--- config.mk ---
export PLATFORM = sky130hd
export DESIGN_NAME = simple_alu_datapath
export DESIGN_NICKNAME = d
export VERILOG_FILES = /design/src/rtl/simple_alu_datapath.sv
export SDC_FILE = /design/constraint.sdc
export NUM_CORES = 1
export LEC_CHECK = 0
export ABC_AREA = 1
export CORE_AREA = 2 2 373 227
export CTS_BUF_LIST = sky130_fd_sc_hd__clkbuf_2
export DETAILED_ROUTE_END_ITERATION = 7
export DIE_AREA = 0 0 375 229
export HOLD_SLACK_MARGIN = 0.03
export PLACE_DENSITY_LB_ADDON = 0.1
export SLEW_MARGIN = 25
export SYNTH_ARGS = -nofsm -noshare
export SYNTH_HDL_FRONTEND = slang
export SYNTH_SLANG_ARGS = --single-unit
--- constraint.sdc ---
create_clock -name clk_i -period 7.5 [get_ports clk_i]
set_clock_uncertainty 0.2 [all_clocks]
set_input_delay 1.5 -clock clk_i [delete_from_list [all_inputs] [get_ports clk_i]]
set_output_delay 1.5 -clock clk_i [all_outputs]
set_load 0.02 [all_outputs]
--- src/rtl/simple_alu_datapath.sv ---
// Two-stage elastic ALU pipeline: S1 holds the operands and op, S2 holds the result.
// Valid/ready on both sides, plus a busy flag and a count of completed results.
module simple_alu_datapath #(
  parameter int DataWidth = 32,
  parameter int CntWidth  = 16
) (
  input  logic                 clk_i,
  input  logic                 rst_ni,
  input  logic [1:0]           alu_config_i,
  input  logic [DataWidth-1:0] a_i,
  input  logic [DataWidth-1:0] b_i,
  input  logic                 in_valid_i,
  output logic                 in_ready_o,
  output logic [DataWidth-1:0] result_o,
  output logic                 out_valid_o,
  input  logic                 out_ready_i,
  output logic                 busy_o,
  input  logic                 clr_cnt_i,
  output logic [CntWidth-1:0]  beat_cnt_o
);

  localparam logic [1:0] OpAdd = 2'b00;
  localparam logic [1:0] OpSub = 2'b01;
  localparam logic [1:0] OpMul = 2'b10;
  localparam logic [1:0] OpXor = 2'b11;

  logic                 s1_valid_q;
  logic [DataWidth-1:0] s1_a_q;
  logic [DataWidth-1:0] s1_b_q;
  logic [1:0]           s1_op_q;
  logic                 s2_valid_q;
  logic [DataWidth-1:0] s2_result_q;
  logic [CntWidth-1:0]  beat_cnt_q;
  logic [DataWidth-1:0] alu_result;

  logic s1_advance;
  logic in_fire;
  logic out_fire;

  // Ready looks through both stages so a full pipeline still moves at one beat per cycle.
  assign s1_advance = s1_valid_q && (!s2_valid_q || out_ready_i);
  assign in_ready_o = !s1_valid_q || s1_advance;
  assign in_fire    = in_valid_i && in_ready_o;
  assign out_fire   = s2_valid_q && out_ready_i;

  // NOTE: every variable gets a default before the case so no latch is inferred.
  always_comb begin
    alu_result = '0;
    case (s1_op_q)
      OpAdd:   alu_result = s1_a_q + s1_b_q;
      OpSub:   alu_result = s1_a_q - s1_b_q;
      OpMul:   alu_result = s1_a_q * s1_b_q;
      OpXor:   alu_result = s1_a_q ^ s1_b_q;
      default: alu_result = '0;
    endcase
  end

  // NOTE: sequential state uses non-blocking assignments so every register samples pre-edge values.
  always_ff @(posedge clk_i or negedge rst_ni) begin
    if (!rst_ni) begin
      s1_valid_q <= 1'b0;
      s2_valid_q <= 1'b0;
    end else begin
      if (in_fire) begin
        s1_valid_q <= 1'b1;
      end else if (s1_advance) begin
        s1_valid_q <= 1'b0;
      end
      if (s1_advance) begin
        s2_valid_q <= 1'b1;
      end else if (out_fire) begin
        s2_valid_q <= 1'b0;
      end
    end
  end

  // NOTE: data registers are reset too because result_o is visible and must read 0 out of reset.
  always_ff @(posedge clk_i or negedge rst_ni) begin
    if (!rst_ni) begin
      s1_a_q      <= '0;
      s1_b_q      <= '0;
      s1_op_q     <= OpAdd;
      s2_result_q <= '0;
    end else begin
      if (in_fire) begin
        s1_a_q  <= a_i;
        s1_b_q  <= b_i;
        s1_op_q <= alu_config_i;
      end
      if (s1_advance) begin
        s2_result_q <= alu_result;
      end
    end
  end

  // Clear has priority over a coincident handshake.
  always_ff @(posedge clk_i or negedge rst_ni) begin
    if (!rst_ni) begin
      beat_cnt_q <= '0;
    end else if (clr_cnt_i) begin
      beat_cnt_q <= '0;
    end else if (out_fire) begin
      beat_cnt_q <= beat_cnt_q + 1'b1;
    end
  end

  assign result_o    = s2_result_q;
  assign out_valid_o = s2_valid_q;
  assign busy_o      = s1_valid_q || s2_valid_q;
  assign beat_cnt_o  = beat_cnt_q;

endmodule

==> results by group, run 1 <==
Outcome
  • Status: finished clean

Routing
  • Post-route DRC: 0
  • Post-DR wirelength/cell: 22.0 um
  • Vias after detailed routing: 21236
  • Drt total wl: 100 mm
  • Vias per cell: 4.65
  • Post-route ant nets: 0
  • Pre-Repair DR Iteration Count: 6
  • Initial DRC Count: 2047

Global route
  • First-pass GRT wire length: 149 mm
  • Tot GR Track Use: 23.8%
  • Global route total overflow: 0
  • Vias in the first global route: 21427
  • Largest net degree at the start of global routing: 71
  • Antenna violations before repair: 5

Floorplanning
  • Initial Util: 29.8%
  • I/O pin total: 122
  • CORE AREA: 82600 sq um
  • Die width: 375 um
  • DIE AREA: 85900 sq um
  • Row Count: 82
  • Die Height: 229 um

Place
  • Port bufs: 121
  • HPWL Detailed: 83.9 mm
  • Post-DP Area: 28200 sq um
  • RePlAce Congestion: 0.937
  • Inst Count DP: 4526

Timing
  • Final worst path period share: 95.9%
  • Final setup vio count: 0
  • Max_slew headroom: 35.3%
  • Hold WS: 0.291 ns
  • Final hold vios: 0
  • Setup TNS: 0 ns
  • Unrepaired setup endpoints after global routing: yes
  • FMAX: 139 MHz
  • Slew @ Worst Pin: 0.958 ns
  • Min Clock Period, post-route: 7.20 ns
  • Max-slew violation count: 0

Clock network
  • Num CTS Buffers: 17
  • Clk buf depth: 2
  • CTS tree: done
  • Clk Latency, worst-skew pair: 0.98 ns
  • Worst-path clk slew: 0.24 ns
  • Post-CTS Hold Fix Bufs: 0
  • Clk root buf: clkbuf_2
  • Htree depth: 4
  • CTS sink cnt: 116

Worst setup path
  • RR Endpoint: result_o[24]
  • Critical path launch point type: flip-flop
  • CP endpoint kind: flip-flop
  • WP data required: 8.15 ns
  • Crit path DAT: 7.85 ns
  • Setup slack, reg-to-reg: 0.30 ns
  • Crit Path Category: reg -> reg
  • FF-to-FF path depth: 27
  • CP Max Fanout: 28
  • RR Startpoint: s1_b_q[2]

Yosys
  • Cell variety after synth: 52
  • Sequential share of the synthesized area: 11.8%
  • Mapped Area: 24600 sq um
  • Ys flop type: dfrtp_1
  • YS warnings: 0
  • Mapped Nets: 3935
  • Asr flop ratio synth: 100%
  • Yosys reg bits: 116
  • Avg Inst Size Synth: 7.50 sq um
  • Cells after synthesis: 3283
  • Post-synth EDFFs: 0

Final layout
  • # fillers: 8848
  • Cell area after layout: 28600 sq um
  • Synth-to-layout area growth: 16.4%
  • Share of cells above drive strength 1: 9.65%
  • Cell Count, Final, Fillers Out: 4567
  • Nets: 4109

Flow run
  • MaxCap Viol Count: 0

Worst hold path
  • WHS Endpoint: beat_cnt_o[15]
  • Worst Hold Class: reg -> reg
  • Hold Crit Start: beat_cnt_o[15]
  • Worst Hold Depth: 1
[layout by cell type, fill, tap and decap left out, types with 5 or more instances in the layout]
cell type and n:
o21ai_0 101, dfrtp_2 22, diode_2 5, inv_1 860
a21oi_2 6, nand4_1 12, clkbuf_2 17, a31oi_1 17
a21boi_0 5, fa_1 407, nand3_1 92, nand3b_1 5
a211oi_1 5, xor2_1 36, clkdlybuf4s50_1 120, a21o_1 11
ha_1 171, nor2_1 161, nand2_1 812, o21bai_1 12
buf_12 23, mux2_2 49, xnor2_1 23, dfrtp_1 94
or2_2 14, bufinv_16 5, nor3_1 19, a21oi_1 145
buf_4 158, o21ai_1 6
[cell type report]
type	instances	area, sq um	area share [%]
multi-input cells	2156	17900	62.6
inverters	864	3240	11.3
diodes	5	12.5	0.0437
flip-flops and latches	116	2930	10.2
well taps	1092	1370	4.77
repair buffers	302	2860	9.98
clock buffers	17	85.1	0.297
clock inverters	15	228	0.795
[layer usage]
| metal | global-route usage [%] | share of wire, % | vias to the layer above |
|---|---|---|---|
| met5 | 0 | 0 | - |
| met4 | 3.34 | 1.1 | 0 |
| met3 | 6.81 | 9.2 | 44 |
| met2 | 31.2 | 37 | 698 |
| met1 | 38.3 | 52 | 10472 |
| li1 | - | - | 10022 |
[cell families (layout without fill, tap and decap cells)]
group	after synthesis	after routing	synth area share, %
DFF	116	116	11.8
AOI/OAI and AO/OA	330	330	7.60
xor gates and xnor gates	59	59	2.10
and+or+nand+nor	1137	1137	18.6
buffers and inverters	1011	1198	15.6
adders and majority gates	581	581	42.0
muxes	49	49	2.24
other	0	5	0
[per-stage QoR]
stage | worst slack [ns] | util (%)
after floorplan | 0.675 | -
after global placement | 0.0536 | 34.2
after detailed placement | 0.135 | 34.2
after CTS | 0.0383 | 34.5
after global routing | -0.0485 | 34.7
final | 0.305 | 34.7
[worst max path at each step]
stage,slack (ns),startpoint,endpoint
finish,0.30,s1_b_q[2],result_o[24]
global route,-0.05,s1_a_q[11],result_o[30]
CTS,0.04,s1_a_q[13],result_o[30]
detailed placement,0.13,s1_a_q[13],result_o[30]
global placement,0.05,s1_a_q[13],result_o[30]
floorplan,0.68,s1_b_q[17],result_o[30]
[worst max-delay path, stage by stage, from the launching register on]
cell and delay [ns]:
dfrtp_2 0.54, buf_12 0.20, nand2_1 0.07, inv_1 0.05
fa_1 0.54, inv_1 0.05, fa_1 0.51, fa_1 0.46
fa_1 0.55, inv_1 0.05, fa_1 0.50, inv_1 0.05
fa_1 0.56, inv_1 0.06, fa_1 0.39, fa_1 0.48
ha_1 0.33, buf_4 0.17, nand4_1 0.14, inv_1 0.08
a21oi_2 0.18, nand3_2 0.12, a21o_1 0.20, or2_2 0.27
nand3_1 0.07, nand3_1 0.07, o21ai_0 0.09, inv_1 0.05
[repair_timing]
item	4_1_cts	5_1_grt
setup endpoints to repair	0	12
buffers inserted	0	4
resized for setup	0	34
endpoints found under the hold margin	0	0
[flip-flops by register name (all words and copies together) (netlist names)]
register,flops
result_o,32
s1_a_q,32
s1_b_q,32
s1_valid_q,1
beat_cnt_o,16
s1_op_q,2
out_valid_o,1
[cell usage after synthesis, drive strengths merged, types with 2 or more instances]
master   number  area [sq um]
a211oi        6          45.0
a21boi        5          37.5
a21o         11          82.6
a21oi       151           767
a221oi        4          35.0
a31oi        18           128
buf          56           259
clkbuf       91           343
clkinv        2          7.51
dfrtp       116          2900
fa          409          8190
ha          172          2150
inv         862          3240
mux2         49           552
nand2       816          3070
nand3        93           465
nand3b        5          37.5
nand4        12          75.1
nor2        166           648
nor3         24           153
nor3b         2          20.0
nor4          5          31.3
o2111ai       2          17.5
o211ai        2          15.0
o21a          2          15.0
o21ai       111           578
o21bai       13           101
or2          14          87.6
xnor2        23           201
xor2         36           315
Power of run 1 is not shown: default switching activity piles up to over one toggle a cycle in this logic, so the estimate is an artifact.
==> run 2: changes to the inputs <==
--- a/config.mk
+++ b/config.mk
@@ -6,10 +6,12 @@
 export NUM_CORES = 1
 export LEC_CHECK = 0
 export ABC_AREA = 1
-export CORE_AREA = 2 2 373 227
+export CORE_AREA = 10 10 381 235
 export CTS_BUF_LIST = sky130_fd_sc_hd__clkbuf_2
 export DETAILED_ROUTE_END_ITERATION = 7
-export DIE_AREA = 0 0 375 229
+export DIE_AREA = 0 0 391 245
+export DONT_BUFFER_PORTS = 1
+export GPL_ROUTABILITY_DRIVEN = 1
 export HOLD_SLACK_MARGIN = 0.03
 export PLACE_DENSITY_LB_ADDON = 0.1
 export SLEW_MARGIN = 25
==> run 2 against run 1 <==
Effect of this change:
- register-to-register slack lost 0.07 ns
- worst hold slack lost 0.0054 ns
- design area shrank 5.7%
- critical endpoint is now result_o[29]
- clock-buffer cell count is the same
- core utilization shrank 2.0 points
- first-iteration DRC count grew 2.8%
- critical path depth shrank 2
- flip-flop and latch count is the same
- non-clock buffer count shrank 169
==> results by group, run 2 (synthesis results as in run 1) <==
Final layout
  • # fillers: 8879
  • Synth-to-layout area growth: 9.76%
  • Most frequent cells in the layout: 860 x inv_1, 811 x nand2_1, 406 x fa_1, 170 x ha_1, 159 x nor2_1
  • Nets: 3940
  • Share of cells above drive strength 1: 8.55%
  • Commonest non-fill, non-tap cell in the layout: inv_1
  • Cell Count, Final, Fillers Out: 4400

Routing
  • Initial DRC Count: 2105
  • Vias per cell: 4.83
  • Post-DR wirelength/cell: 23.5 um
  • Pre-Repair DR Iteration Count: 6
  • Post-route DRC: 0
  • Vias after detailed routing: 21257
  • Drt total wl: 103 mm
  • Post-route ant nets: 0

Timing
  • Final hold vios: 0
  • Final setup vio count: 0
  • FMAX: 138 MHz
  • Max-slew violation count: 0
  • Slew @ Worst Pin: 1.10 ns
  • Final worst path period share: 96.9%
  • Setup TNS: 0 ns
  • Setup slack after layout: 0.230 ns
  • Max_slew headroom: 26.2%
  • Hold WS: 0.286 ns
  • Min Clock Period, post-route: 7.27 ns

Clock network
  • CTS tree: done
  • CTS sink cnt: 116
  • Worst-path clk slew: 0.29 ns
  • Num CTS Buffers: 17
  • Clk Latency, worst-skew pair: 0.97 ns
  • Clk root buf: clkbuf_2
  • Clk buf depth: 2
  • Htree depth: 4

Global route
  • Largest net degree at the start of global routing: 117
  • Vias in the first global route: 21591
  • Tot GR Track Use: 21.6%
  • Antenna violations before repair: 14
  • Global route total overflow: 0
  • First-pass GRT wire length: 152 mm

Place
  • RePlAce Congestion: 0.926
  • Pre-CTS setup slack: -0.000814 ns
  • Port bufs: 0
  • HPWL Detailed: 85.5 mm
  • Inst Count DP: 4354

Floorplanning
  • CORE AREA: 82700 sq um
  • Die width: 391 um
  • I/O pin total: 122
  • DIE AREA: 95800 sq um
  • Die Height: 245 um
  • Row Count: 82
  • Initial Util: 29.8%

Worst setup path
  • Crit path DAT: 7.91 ns
  • Critical path launch point type: flip-flop
  • CP endpoint kind: flip-flop
  • Crit Path Category: reg -> reg
  • CP Max Fanout: 14
  • WP data required: 8.14 ns

Outcome
  • Status: finished clean

Worst hold path
  • Worst Hold Class: in -> async

Flow run
  • MaxCap Viol Count: 0
==> run 2: cell count changes in the layout (fill, tap and decap cells not counted), sizes merged <==
| cell | previous run | this run |
|---|---|---|
| buf | 182 | 133 |
| bufinv | 5 | 3 |
| clkdlybuf4s50 | 120 | 0 |
| clkinv | 8 | 7 |
| clkinvlp | 1 | 3 |
| diode | 5 | 8 |
==> run 2: worst paths after layout <==
kind                            start        endpoint  slack [ns]  depth (start not counted)
max in group asynchronous      rst_ni       s1_a_q[7]        6.19                          1
max reg2reg                s1_a_q[13]    result_o[29]        0.23                         25
min                            rst_ni      s1_b_q[27]        0.29                          1
max                        s1_a_q[13]    result_o[29]        0.23                         25
min reg2reg                 s1_b_q[2]       s1_b_q[2]        0.41                          1
min in group clk_i          clr_cnt_i  beat_cnt_o[14]        0.39                          1
==> run 2: stage by stage <==
step / instance area [sq um] / utilization (%)
global placement: 26600 / 32.1
global route: 27000 / 32.7
finish: 27000 / 32.7
detailed placement: 26600 / 32.1
CTS: 26900 / 32.5
floorplan: 24600 / -
==> run 2: timing repair <==
item,in CTS,in global routing
hold buffers,1,0
buffers inserted,2,4
endpoints found under the hold margin,116,0
pin swaps,0,3
setup endpoints to repair,3,9
gates resized for setup,5,29
==> run 2: critical path: stages (launching register included) <==
cell	delay, ns
dfrtp_2	0.62
buf_12	0.21
ha_1	0.27
fa_1	0.46
fa_1	0.49
inv_1	0.06
fa_1	0.49
fa_1	0.51
inv_1	0.05
fa_1	0.62
fa_1	0.51
fa_1	0.59
fa_1	0.46
ha_1	0.32
buf_4	0.13
nand2_1	0.09
nor2_2	0.13
nand2_2	0.10
nor3_1	0.14
nand2_1	0.14
o211ai_1	0.11
nand2_1	0.07
nand3_1	0.13
nand3_1	0.10
nand2_1	0.08
inv_1	0.04
==> run 2: layout make-up <==
| cell class | count | area, sq um | area share, % |
|---|---|---|---|
| multi-input cells | 2156 | 17900 | 66.3 |
| inverters | 864 | 3240 | 12.0 |
| flip-flops and latches | 116 | 2930 | 10.8 |
| well taps | 1092 | 1370 | 5.06 |
| repair buffers | 133 | 1280 | 4.72 |
| clock inverters | 14 | 179 | 0.662 |
| clock buffers | 17 | 85.1 | 0.315 |
| diodes | 8 | 20.0 | 0.0741 |
==> run 2: metal layers <==
layer,part of all wire (%),global-route usage [%],vias to the layer above
met3,6.4,2.74,68
met4,1.1,2.90,0
met1,52,35.0,10761
met5,0,0,-
met2,40,30.2,747
li1,-,-,9681
Power of run 2 is left out for the same reason.
==> run 3: changes to the inputs <==
--- a/config.mk
+++ b/config.mk
@@ -6,10 +6,10 @@
 export NUM_CORES = 1
 export LEC_CHECK = 0
 export ABC_AREA = 1
-export CORE_AREA = 10 10 381 235
+export CORE_AREA = 10 10 354 253
 export CTS_BUF_LIST = sky130_fd_sc_hd__clkbuf_2
 export DETAILED_ROUTE_END_ITERATION = 7
-export DIE_AREA = 0 0 391 245
+export DIE_AREA = 0 0 364 263
 export DONT_BUFFER_PORTS = 1
 export GPL_ROUTABILITY_DRIVEN = 1
 export HOLD_SLACK_MARGIN = 0.03
==> run 3 against run 2 <==
Effect of this change:
- setup slack better by 0.085 ns
- first-iteration DRC count decreased by 33%
- global-route usage fell by 1.0 points
- flip-flop and latch count stayed put
- highest routed layer is now met5
- register-to-register slack improved by 0.09 ns
- sequential share of layout area is 0.34 points lower
==> results by group, run 3 (synthesis results as in run 1) <==
Outcome
  • Status: finished clean

Worst setup path
  • Slowest cell delay on critical path: 0.55 ns
  • Crit Path Category: reg -> reg
  • Critical path launch point type: flip-flop
  • FF-to-FF path depth: 26
  • Largest delay share family, worst path: adder cells
  • Bufs and invs on worst path: 8
  • Worst path slowest cell: fa_1
  • Setup slack, reg-to-reg: 0.32 ns
  • RR Endpoint: result_o[20]
  • CP endpoint kind: flip-flop
  • RR Startpoint: s1_b_q[2]
  • CP dominant cell by count: fa_1
  • Worst path depth: 26
  • WP data required: 8.11 ns
  • CP Max Fanout: 22
  • Crit path DAT: 7.80 ns

Floorplanning
  • Die width: 364 um
  • Initial Util: 29.6%
  • Die Height: 263 um
  • Row Count: 89
  • DIE AREA: 95700 sq um
  • I/O pin total: 122
  • CORE AREA: 83200 sq um

Final layout
  • # fillers: 8928
  • Synth-to-layout area growth: 12.9%
  • Final Util: 33.4%
  • Most frequent cells in the layout: 860 x inv_1, 812 x nand2_1, 409 x fa_1, 185 x buf_4, 170 x ha_1
  • Commonest non-fill, non-tap cell in the layout: inv_1
  • Sequential cell area: 2920 sq um
  • Area occupied by multi-input gates: 17900 sq um
  • Nets: 4026
  • Cell area after layout: 27800 sq um
  • Share of cells above drive strength 1: 10.5%
  • Cell Count, Final, Fillers Out: 4485

Routing
  • Post-route ant nets: 0
  • Post-route DRC: 0
  • Post-DR wirelength/cell: 21.7 um
  • Initial DRC Count: 1413
  • Vias after detailed routing: 21039
  • Drt total wl: 97.5 mm
  • Vias per cell: 4.69
  • Pre-Repair DR Iteration Count: 5

Clock network
  • Worst-path clk slew: 0.22 ns
  • Clk root buf: clkbuf_2
  • Num CTS Buffers: 17
  • Htree depth: 4
  • Clk Latency, worst-skew pair: 0.91 ns
  • Clk buf depth: 2
  • CTS sink cnt: 116
  • CTS tree: done

Place
  • Post-DP Area: 27400 sq um
  • Inst Count DP: 4443
  • RePlAce Congestion: 0.906
  • HPWL Detailed: 81.3 mm
  • Port bufs: 0

Global route
  • Tot GR Track Use: 20.5%
  • Vias in the first global route: 22173
  • Antenna violations before repair: 18
  • GR Util met1: 30.6%
  • Grt met3 use: 3.52%
  • Global route total overflow: 0
  • Largest net degree at the start of global routing: 99
  • Met2 usage: 30.7%
  • Most used routing layer in global routing: met2
  • First-pass GRT wire length: 146 mm

Timing
  • Unrepaired setup endpoints after global routing: no
  • Slew @ Worst Pin: 1.09 ns
  • Final hold vios: 0
  • Max-slew violation count: 0
  • Min Clock Period, post-route: 7.18 ns
  • Final setup vio count: 0
  • Final worst path period share: 95.8%
  • Max_slew headroom: 26.4%
  • Setup TNS: 0 ns
  • FMAX: 139 MHz

Flow run
  • MaxCap Viol Count: 0

Worst hold path
  • Worst Hold Class: in -> async
==> run 3: cell types whose count changed in the layout (fill, tap and decap cells not counted), moves of 2 or more <==
cell      previous run  this run
buf_4              110       185
fa_2                 3         0
clkinv_4             4         2
buf_12              20        31
fa_1               406       409
dfrtp_1            100       108
nor2_2               4         2
clkinv_2             1         3
nor2_1             159       161
o21ai_0            101        98
o21ai_1              5         8
dfrtp_2             15         7
==> run 3: layout make-up <==
| cell class | count | area share, % |
|---|---|---|
| Antenna cell | 7 | 0.0630 |
| Tap cell | 1092 | 4.92 |
| Inverter | 864 | 11.7 |
| Sequential cell | 116 | 10.5 |
| Timing Repair Buffer | 219 | 7.41 |
| Clock buffer | 18 | 0.324 |
| Multi-Input combinational cell | 2156 | 64.6 |
| Clock inverter | 13 | 0.572 |
==> run 3: worst max-delay path by stage <==
stage,startpoint,to,slack (ns)
5_1_grt,s1_b_q[5],result_o[24],0.02
2_1_floorplan,s1_b_q[17],result_o[30],0.68
3_3_place_gp,s1_a_q[9],result_o[20],0.01
4_1_cts,s1_b_q[2],result_o[20],0.0005
3_5_place_dp,s1_b_q[10],result_o[20],-0.07
6_report,s1_b_q[2],result_o[20],0.32
==> run 3: per-stage QoR <==
| step | setup WS (ns) | hold WS (ns) |
|---|---|---|
| CTS | 0.000486 | 0.0365 |
| floorplan | 0.675 | 0.324 |
| finish | 0.315 | 0.109 |
| global route | 0.0157 | 0.0226 |
| global placement | 0.0125 | 0.357 |
| detailed placement | -0.0678 | 0.361 |
==> run 3: per-layer routing <==
layer | vias up | share of wire [%] | routed length [um]
met5 | - | 0.094 | 92
met4 | 18 | 1.9 | 1820
met3 | 92 | 5.9 | 5750
met2 | 537 | 42 | 41400
met1 | 10542 | 50 | 48500
li1 | 9850 | - | -
==> run 3: timing repair <==
action	in CTS	in global routing
setup endpoints to repair	1	12
hold endpoints to repair	98	0
pin swaps	0	2
buffers inserted	0	2
gates resized for setup	2	26
hold buffers	2	0
Power of run 3 is left out for the same reason.
